`config.mk`:
```
export PLATFORM = sky130hd
export DESIGN_NAME = uart_frame_rx_ctrl
export DESIGN_NICKNAME = d
export VERILOG_FILES = /design/src/rtl/uart_frame_rx_ctrl.sv
export SDC_FILE = /design/constraint.sdc
export NUM_CORES = 1
export LEC_CHECK = 0
export CORE_ASPECT_RATIO = 1.5
export CORE_MARGIN = 2
export CORE_UTILIZATION = 61
export CTS_CLUSTER_DIAMETER = 100
export DETAILED_ROUTE_END_ITERATION = 7
export PLACE_DENSITY_LB_ADDON = 0.3
export RECOVER_POWER = 100
export SLEW_MARGIN = 25
export SYNTH_ARGS = -nofsm -noshare
export SYNTH_HDL_FRONTEND = slang
export SYNTH_SLANG_ARGS = --single-unit
```
`constraint.sdc`:
```
create_clock -name clk -period 4.4 [get_ports clk]
set_input_delay 0.66 -clock clk [delete_from_list [all_inputs] [get_ports clk]]
set_output_delay 0.66 -clock clk [all_outputs]
set_load 0.01 [all_outputs]
```
`src/rtl/uart_frame_rx_ctrl.sv`:
```
// uart_frame_rx_ctrl: frame sequencer placed after a UART byte receiver.
// It hunts for SYNC_BYTE, then takes a length byte, the payload and a
// checksum byte. The payload is buffered and is released over a
// valid/ready stream only when the checksum matches. Length errors,
// checksum errors, mid-frame idle timeouts and bytes that arrive while a
// payload is draining are each reported as a one-cycle pulse.
module uart_frame_rx_ctrl #(
    parameter int         MAX_LEN      = 16,
    parameter logic [7:0] SYNC_BYTE    = 8'hA5,
    parameter int         TIMER_BITS   = 32,
    parameter int         TIMEOUT_CLKS = 8680
) (
    input  logic       clk,
    input  logic       i_reset_n,
    input  logic       in_valid,
    input  logic [7:0] in_data,
    output logic       out_valid,
    input  logic       out_ready,
    output logic [7:0] out_data,
    output logic       out_last,
    output logic       err_len,
    output logic       err_csum,
    output logic       err_timeout,
    output logic       err_overrun
);

    localparam int                    IDX_W      = (MAX_LEN > 1) ? $clog2(MAX_LEN) : 1;
    localparam logic [7:0]            MAX_LEN_B  = 8'(MAX_LEN);
    localparam logic [TIMER_BITS-1:0] TIMER_LAST = TIMER_BITS'(TIMEOUT_CLKS - 1);

    typedef enum logic [2:0] {
        S_HUNT,
        S_LEN,
        S_PAYLOAD,
        S_CSUM,
        S_DRAIN
    } state_t;

    state_t                state;
    state_t                state_nxt;
    logic [7:0]            len;
    logic [7:0]            idx;
    logic [7:0]            sum;
    logic [TIMER_BITS-1:0] timer;
    logic [7:0]            pay_mem [MAX_LEN];

    logic in_frame;
    logic len_bad;
    logic last_idx;
    logic timeout_hit;
    logic handshake;

    // Running checksum: plain 8-bit modular sum.
    function automatic logic [7:0] csum_add(input logic [7:0] a, input logic [7:0] b);
        return a + b;
    endfunction

    assign in_frame    = (state == S_LEN) || (state == S_PAYLOAD) || (state == S_CSUM);
    assign len_bad     = (in_data == 8'd0) || (in_data > MAX_LEN_B);
    assign last_idx    = (idx == len - 8'd1);
    assign timeout_hit = in_frame && !in_valid && (timer == TIMER_LAST);
    assign handshake   = (state == S_DRAIN) && out_ready;

    // State register.
    always_ff @(posedge clk or negedge i_reset_n) begin
        if (!i_reset_n) state <= S_HUNT;
        else            state <= state_nxt;
    end

    // Next-state logic. An arriving byte always takes precedence over the timeout.
    always_comb begin
        state_nxt = state;
        case (state)
            S_HUNT: begin
                if (in_valid && (in_data == SYNC_BYTE)) state_nxt = S_LEN;
            end
            S_LEN: begin
                if (in_valid)         state_nxt = len_bad ? S_HUNT : S_PAYLOAD;
                else if (timeout_hit) state_nxt = S_HUNT;
            end
            S_PAYLOAD: begin
                if (in_valid) begin
                    if (last_idx) state_nxt = S_CSUM;
                end else if (timeout_hit) begin
                    state_nxt = S_HUNT;
                end
            end
            S_CSUM: begin
                if (in_valid)         state_nxt = (in_data == sum) ? S_DRAIN : S_HUNT;
                else if (timeout_hit) state_nxt = S_HUNT;
            end
            S_DRAIN: begin
                if (handshake && last_idx) state_nxt = S_HUNT;
            end
            default: state_nxt = S_HUNT;
        endcase
    end

    // Frame bookkeeping (length, index, checksum, idle timer) and error pulses.
    always_ff @(posedge clk or negedge i_reset_n) begin
        if (!i_reset_n) begin
            len         <= 8'd0;
            idx         <= 8'd0;
            sum         <= 8'd0;
            timer       <= '0;
            err_len     <= 1'b0;
            err_csum    <= 1'b0;
            err_timeout <= 1'b0;
            err_overrun <= 1'b0;
        end else begin
            err_len     <= (state == S_LEN) && in_valid && len_bad;
            err_csum    <= (state == S_CSUM) && in_valid && (in_data != sum);
            err_timeout <= timeout_hit;
            err_overrun <= (state == S_DRAIN) && in_valid;
            // Timer only runs while a frame is being parsed; any byte restarts it.
            timer <= (in_valid || !in_frame) ? '0 : timer + TIMER_BITS'(1);
            case (state)
                S_LEN: begin
                    if (in_valid && !len_bad) begin
                        len <= in_data;
                        sum <= in_data;
                        idx <= 8'd0;
                    end
                end
                S_PAYLOAD: begin
                    if (in_valid) begin
                        sum <= csum_add(sum, in_data);
                        idx <= idx + 8'd1;
                    end
                end
                S_CSUM: begin
                    if (in_valid) idx <= 8'd0;
                end
                S_DRAIN: begin
                    if (handshake) idx <= idx + 8'd1;
                end
                default: ;
            endcase
        end
    end

    // Payload buffer write port; contents need no reset.
    always_ff @(posedge clk) begin
        if ((state == S_PAYLOAD) && in_valid) pay_mem[idx[IDX_W-1:0]] <= in_data;
    end

    // Stream outputs, read combinationally from the buffer at the drain index.
    always_comb begin
        out_valid = (state == S_DRAIN);
        out_data  = pay_mem[idx[IDX_W-1:0]];
        out_last  = (state == S_DRAIN) && last_idx;
    end

endmodule
```
== Word level (Yosys, flattened, before mapping) ==
Memory sizes are Yosys's and may differ from the RTL's.
Cells that the tools add are included.
Widths: inputs -> output; s select.

* Bits in latches: 0
* Logic and storage cells: 80
* Output and inout bits: 14
* RAM bits: 128
* Register bits: 63
* Bits in read-only memories: 0
* Memories kept: 1

* Shift operators: 0
* Div/mod/pow operators: 0
* Bitwise logic cells: 0
* Reduce and logical (&&, ||, !) cells: 28
* $lt $le $gt $ge: 1
* Add/sub/neg operators: 4
* Multiply operators: 0
* Equality and inequality tests: 16
* Mux-type cells: 21

{| class="wikitable"
|+ Memory list
! name !! depth !! width !! rd ports !! clocked after Yosys merged registers in !! write ports !! RTL line !! source
|-
| pay_mem || 16 || 8 || 1 || 0 || 1 || 45 || <nowiki>logic [7:0] pay_mem [MAX_LEN];</nowiki>
|}

{| class="wikitable"
|+ Operators by type and width
! kind !! number
|-
| $mux 8 || 6
|-
| $add 32x1->32 const B || 1
|-
| $eq 32x14->1 const B || 1
|-
| $mux 32 || 1
|-
| $pmux 8 s4 || 1
|-
| $mux 3 || 8
|-
| $eq 8x8->1 || 2
|-
| $pmux 8 s2 || 1
|-
| $pmux 3 s5 || 1
|-
| $logic_and 1x1->1 || 13
|-
| $add 8x1->8 const B || 1
|-
| $add 8x8->8 || 1
|-
| $eq 8x8->1 const B || 1
|-
| $gt 8x5->1 const B || 1
|-
| $logic_not 8->1 || 1
|-
| $ne 8x8->1 || 1
|-
| $sub 8x1->8 const B || 1
|-
| $eq 3x2->1 const B || 2
|-
| $ne 2x1->1 const B || 3
|-
| $ne 2x2->1 const B || 3
|-
| $reduce_and 3->1 || 2
|-
| $reduce_and 5->1 || 1
|-
| $logic_or 1x1->1 || 4
|-
| $reduce_bool 4->1 || 1
|-
| other kinds (9) || 12
|}

== Longest topological paths before layout ==
* Word-level depth: 8
* Depth in mapped cells: 9

== Least setup slack after synthesis ==
Ideal clock, no wire load.

* Path type: register to output
* From: register idx[0]
* To: output port out_data[7]
* Data required time: 3740 ps
* Stages on the path, launching flop included: 5
* Setup slack: 1883 ps
* Path buffers: 2
* Arrival: 1857 ps
* Cell sequence: dfrtp_1 buf_4 buf_2 mux4_2 mux4_2

* Cells in the longest elaborated chain, start to end: 1

{| class="wikitable"
|+ RTL lines
! what !! RTL line !! source
|-
| start, declared || 42 || <nowiki>logic [7:0] idx;</nowiki>
|-
| start signal, assigned || 128 || <nowiki>idx <= idx + 8'd1;</nowiki>
|-
| start signal, assigned || 135 || <nowiki>if (handshake) idx <= idx + 8'd1;</nowiki>
|-
| $mem_v2 16x8 || -- ||
|-
| end, declared || 19 || <nowiki>output logic [7:0] out_data,</nowiki>
|}

Every way passes these cells.

== Worst setup path in the final report ==
* From: register idx[1]
* To: output port out_data[4]

The elaborated chain is that of the path after synthesis.

==> summary.txt <==
Global route
  • Pin count of the biggest net entering global routing: 35
  • First-pass GRT wire length: 29500 microns
  • Number of global-route vias before repair: between 5000 and 6000
  • Aggregate global routing overflow: 0
  • Initial antenna violation count: 0
  • Tot GR Track Use: a little over a quarter

Final layout
  • Post-layout util: 69.2%
  • Fraction of layout cells with a size suffix above 1: 13.4%
  • Multi-input gate area in the final layout: 2960 sq um
  • Area grow syn2layout: 11.8%
  • Antenna Cells: 0
  • Fillers: approximately 900
  • Nets@finish: 675
  • Register area: 5420 sq um

Synth
  • Register bit count reported by yosys: 191
  • Async SR Flop Fraction: 33.0%
  • Synth cell types: 58
  • Synth Cell Area: 8580 sq um
  • Commonest cells in the netlist: edfxtp_1, nor2_1, dfrtp_1
  • Avg Synthesized Cell Area: 14.3 sq um
  • Syn Inst Count: 601
  • Top area cells in the synthesized netlist: edfxtp_1, dfrtp_1, mux4_2
  • Top cell type's share of synthesized area: roughly 45%
  • Synth Flop Type: edfxtp_1
  • Yosys top cell by area: edfxtp_1
  • Number of synthesized flops with an enable pin: 128
  • Most frequent cell after synthesis: edfxtp_1
  • Sequential share of the synthesized area: 63.1%
  • Synth Warn #: 0
  • Syn Nets: roughly 630

Timing
  • Setup TNS: 0 ns
  • RSZ-0062 raised after global routing: false
  • Clk_skew: 0.0140 ns
  • Setup-failing EPs final: 0
  • Pin slew with the least headroom to its limit: 1.83 ns
  • Final Hold Vio Count: 0
  • Period utilisation layout: roughly nine tenths
  • Slew HR: -22.3%
  • Final min period: 4.00 ns
  • Final slew viol count: 66
  • FMAX: between 200 and 300 MHz
  • Worst hold slack: around 0.47 ns

Worst setup path
  • Crit path kind: reg -> out
  • Startpoint types: flip-flop
  • Reg2reg setup slack: ~1.3 ns
  • Crit path DAT: 3.34 ns
  • Worst Path Required: 3.74 ns
  • Worst r2r src: state[1]$_DFFE_PN0P_
  • R2r endpoint: pay_mem[5][4]$_DFFE_PP_
  • Worst-path fanout max: 26
  • Critical Path End Type: primary output
  • Reg2reg path depth: 7

Pwr
  • Peak supply drop: approximately 0.27 mV
  • Tot Pwr: around 0.0050 W
  • Cell area power density: between 500 and 600 nW/um^2
  • Static Leak: 3.39 nW

Worst hold path
  • HP Start: timer[0]$_DFF_PN0_
  • Worst Hold Class: reg -> reg
  • Hold EP: timer[0]$_DFF_PN0_
  • Min-Delay Path Depth: 1

Floorplan
  • Cell row count: 53
  • Die area: 15100 sq um
  • Core area: between 10000 and 15000 sq um
  • Chip width: 101 microns
  • Initial cell density of the core: 61.9%
  • Die height: 149 microns
  • Boundary pin count: 26

Clock tree
  • Clk slew on worst S/H paths: 0.07 ns
  • CTS Buf Count: 17
  • TritonCTS clock tree: built
  • Clock Sinks: 191
  • CTS resizes: 0
  • Postcts setup bufs: 0
  • Quantity of hold-fixing buffers added after cts: 0
  • Clk buf depth: 2
  • H-tree depth: 4
  • CTS root buffer: clkbuf_16
  • Clock latency at the later pin of the worst-skew pair: 0.43 ns

Placed design
  • PortBufs: 25
  • Detailed placement HPWL: 12700 microns
  • RD Place Congestion: 0.857

Routing
  • Vias per cell: roughly 6.3
  • Initial drt markers: 326
  • Detailed Route WL: around 19000 microns
  • Routed wire per std cell: 22.9 microns
  • Via count: around 5200
  • Post-DRT Antenna Nets: 0
  • Number of remaining DRC errors: 0
  • TritonRoute pass-1 iters: 7

Run
  • Maxcap violations: 2

Run status
  • Failing checks: capacitance limit, slew limit
  • Status: complete, but fails checks
## through the flow
step	instances	setup slack [ns]	cell area, sq um
after floorplan	601	1.88	8580
after global placement	795	0.933	9130
after detailed placement	795	0.940	9140
after CTS	827	0.631	9720
after global routing	827	0.278	9600
final	827	0.405	9600
## worst max path at each step
| stage | from | endpoint | slack [ns] | cells after the start |
|---|---|---|---|---|
| finish | idx[1]$_DFFE_PN0P_ | out_data[4] | 0.40 | 4 |
| CTS | idx[0]$_DFFE_PN0P_ | out_data[5] | 0.63 | 4 |
| global route | idx[1]$_DFFE_PN0P_ | out_data[4] | 0.28 | 4 |
| global placement | idx[1]$_DFFE_PN0P_ | out_data[5] | 0.93 | 4 |
| detailed placement | in_data[5] | state[2]$_DFFE_PN0P_ | 0.94 | 7 |
| floorplan | idx[0]$_DFFE_PN0P_ | out_data[7] | 1.88 | 4 |
## power breakdown
part	total (W)	leakage (nW)	internal [W]	switching, W
Sequential	0.00216	2.01	0.00200	0.000161
Combinational	0.00139	1.11	0.000733	0.000661
Clock	0.00148	0.270	0.000757	0.000726
Total	0.00504	3.39	0.00349	0.00155
## layout by cell type (no fill, tap or decap), types with 3 or more instances in the layout
cell type | Yosys | layout
edfxtp_1 | 128 | 128
nor2_1 | 67 | 67
dfrtp_1 | 63 | 62
mux4_2 | 40 | 40
nand2_1 | 40 | 40
clkbuf_1 | 15 | 25
xor2_1 | 22 | 22
xnor2_1 | 19 | 19
dlygate4sd3_1 | 0 | 18
inv_1 | 17 | 17
nor3_1 | 17 | 17
clkbuf_16 | 0 | 17
a21oi_1 | 16 | 16
ha_1 | 13 | 13
nand3_1 | 12 | 12
a31oi_1 | 10 | 10
o21ai_0 | 9 | 9
nand4_1 | 8 | 8
nor4_1 | 7 | 8
nor2b_1 | 8 | 8
or3_1 | 7 | 7
nand2b_1 | 7 | 7
and4_1 | 6 | 6
clkdlybuf4s50_1 | 0 | 6
inv_8 | 0 | 5
nor4b_1 | 4 | 4
and2_1 | 7 | 4
mux2_2 | 4 | 4
clkinvlp_4 | 0 | 4
buf_4 | 1 | 4
and3_1 | 3 | 3
and2_0 | 0 | 3
or2_2 | 3 | 3
nand4b_1 | 2 | 3
a21o_1 | 3 | 3
clkinv_8 | 0 | 3
## worst max-delay path, cell delays in order, from the launching register on
cell and delay [ns]:
dfrtp_1 1.08, buf_4 0.37, mux4_2 0.34, mux4_2 0.49, dlygate4sd3_1 0.62
## flip-flops by register name, summed over array words and instances, names as in the netlist
register	count
err_timeout	1
sum	8
idx	8
err_overrun	1
pay_mem	128
state	3
err_csum	1
len	8
timer	32
err_len	1
## routing by layer
layer  global-route usage, %  vias to the layer above  wire, microns
met5                       0                        -              0
met4                    11.4                        0            730
met3                    4.64                       47            984
met2                    47.7                      230          10400
met1                    32.0                     2611           6860
li1                        -                     2356              -
## cell type report
| class | count | area share (%) |
|---|---|---|
| sequential | 191 | 56.5 |
| clock inverter | 14 | 1.59 |
| inverter | 17 | 0.665 |
| clock buffer | 18 | 4.47 |
| multi-input combinational | 369 | 30.8 |
| tap | 165 | 2.15 |
| timing repair buffer | 53 | 3.81 |
## logic make-up after synthesis
group | count (synthesis) | synth area share, %
adder cells (fa/ha/maj) | 14 | 2.13
buffers and inverters | 41 | 2.06
AND/OR/NAND/NOR | 212 | 13.0
AO/OA/AOI/OAI | 56 | 4.18
flip-flops | 191 | 63.1
multiplexers | 46 | 11.3
XOR/XNOR | 41 | 4.18
Note: power is estimated with default switching activity, not from simulation.
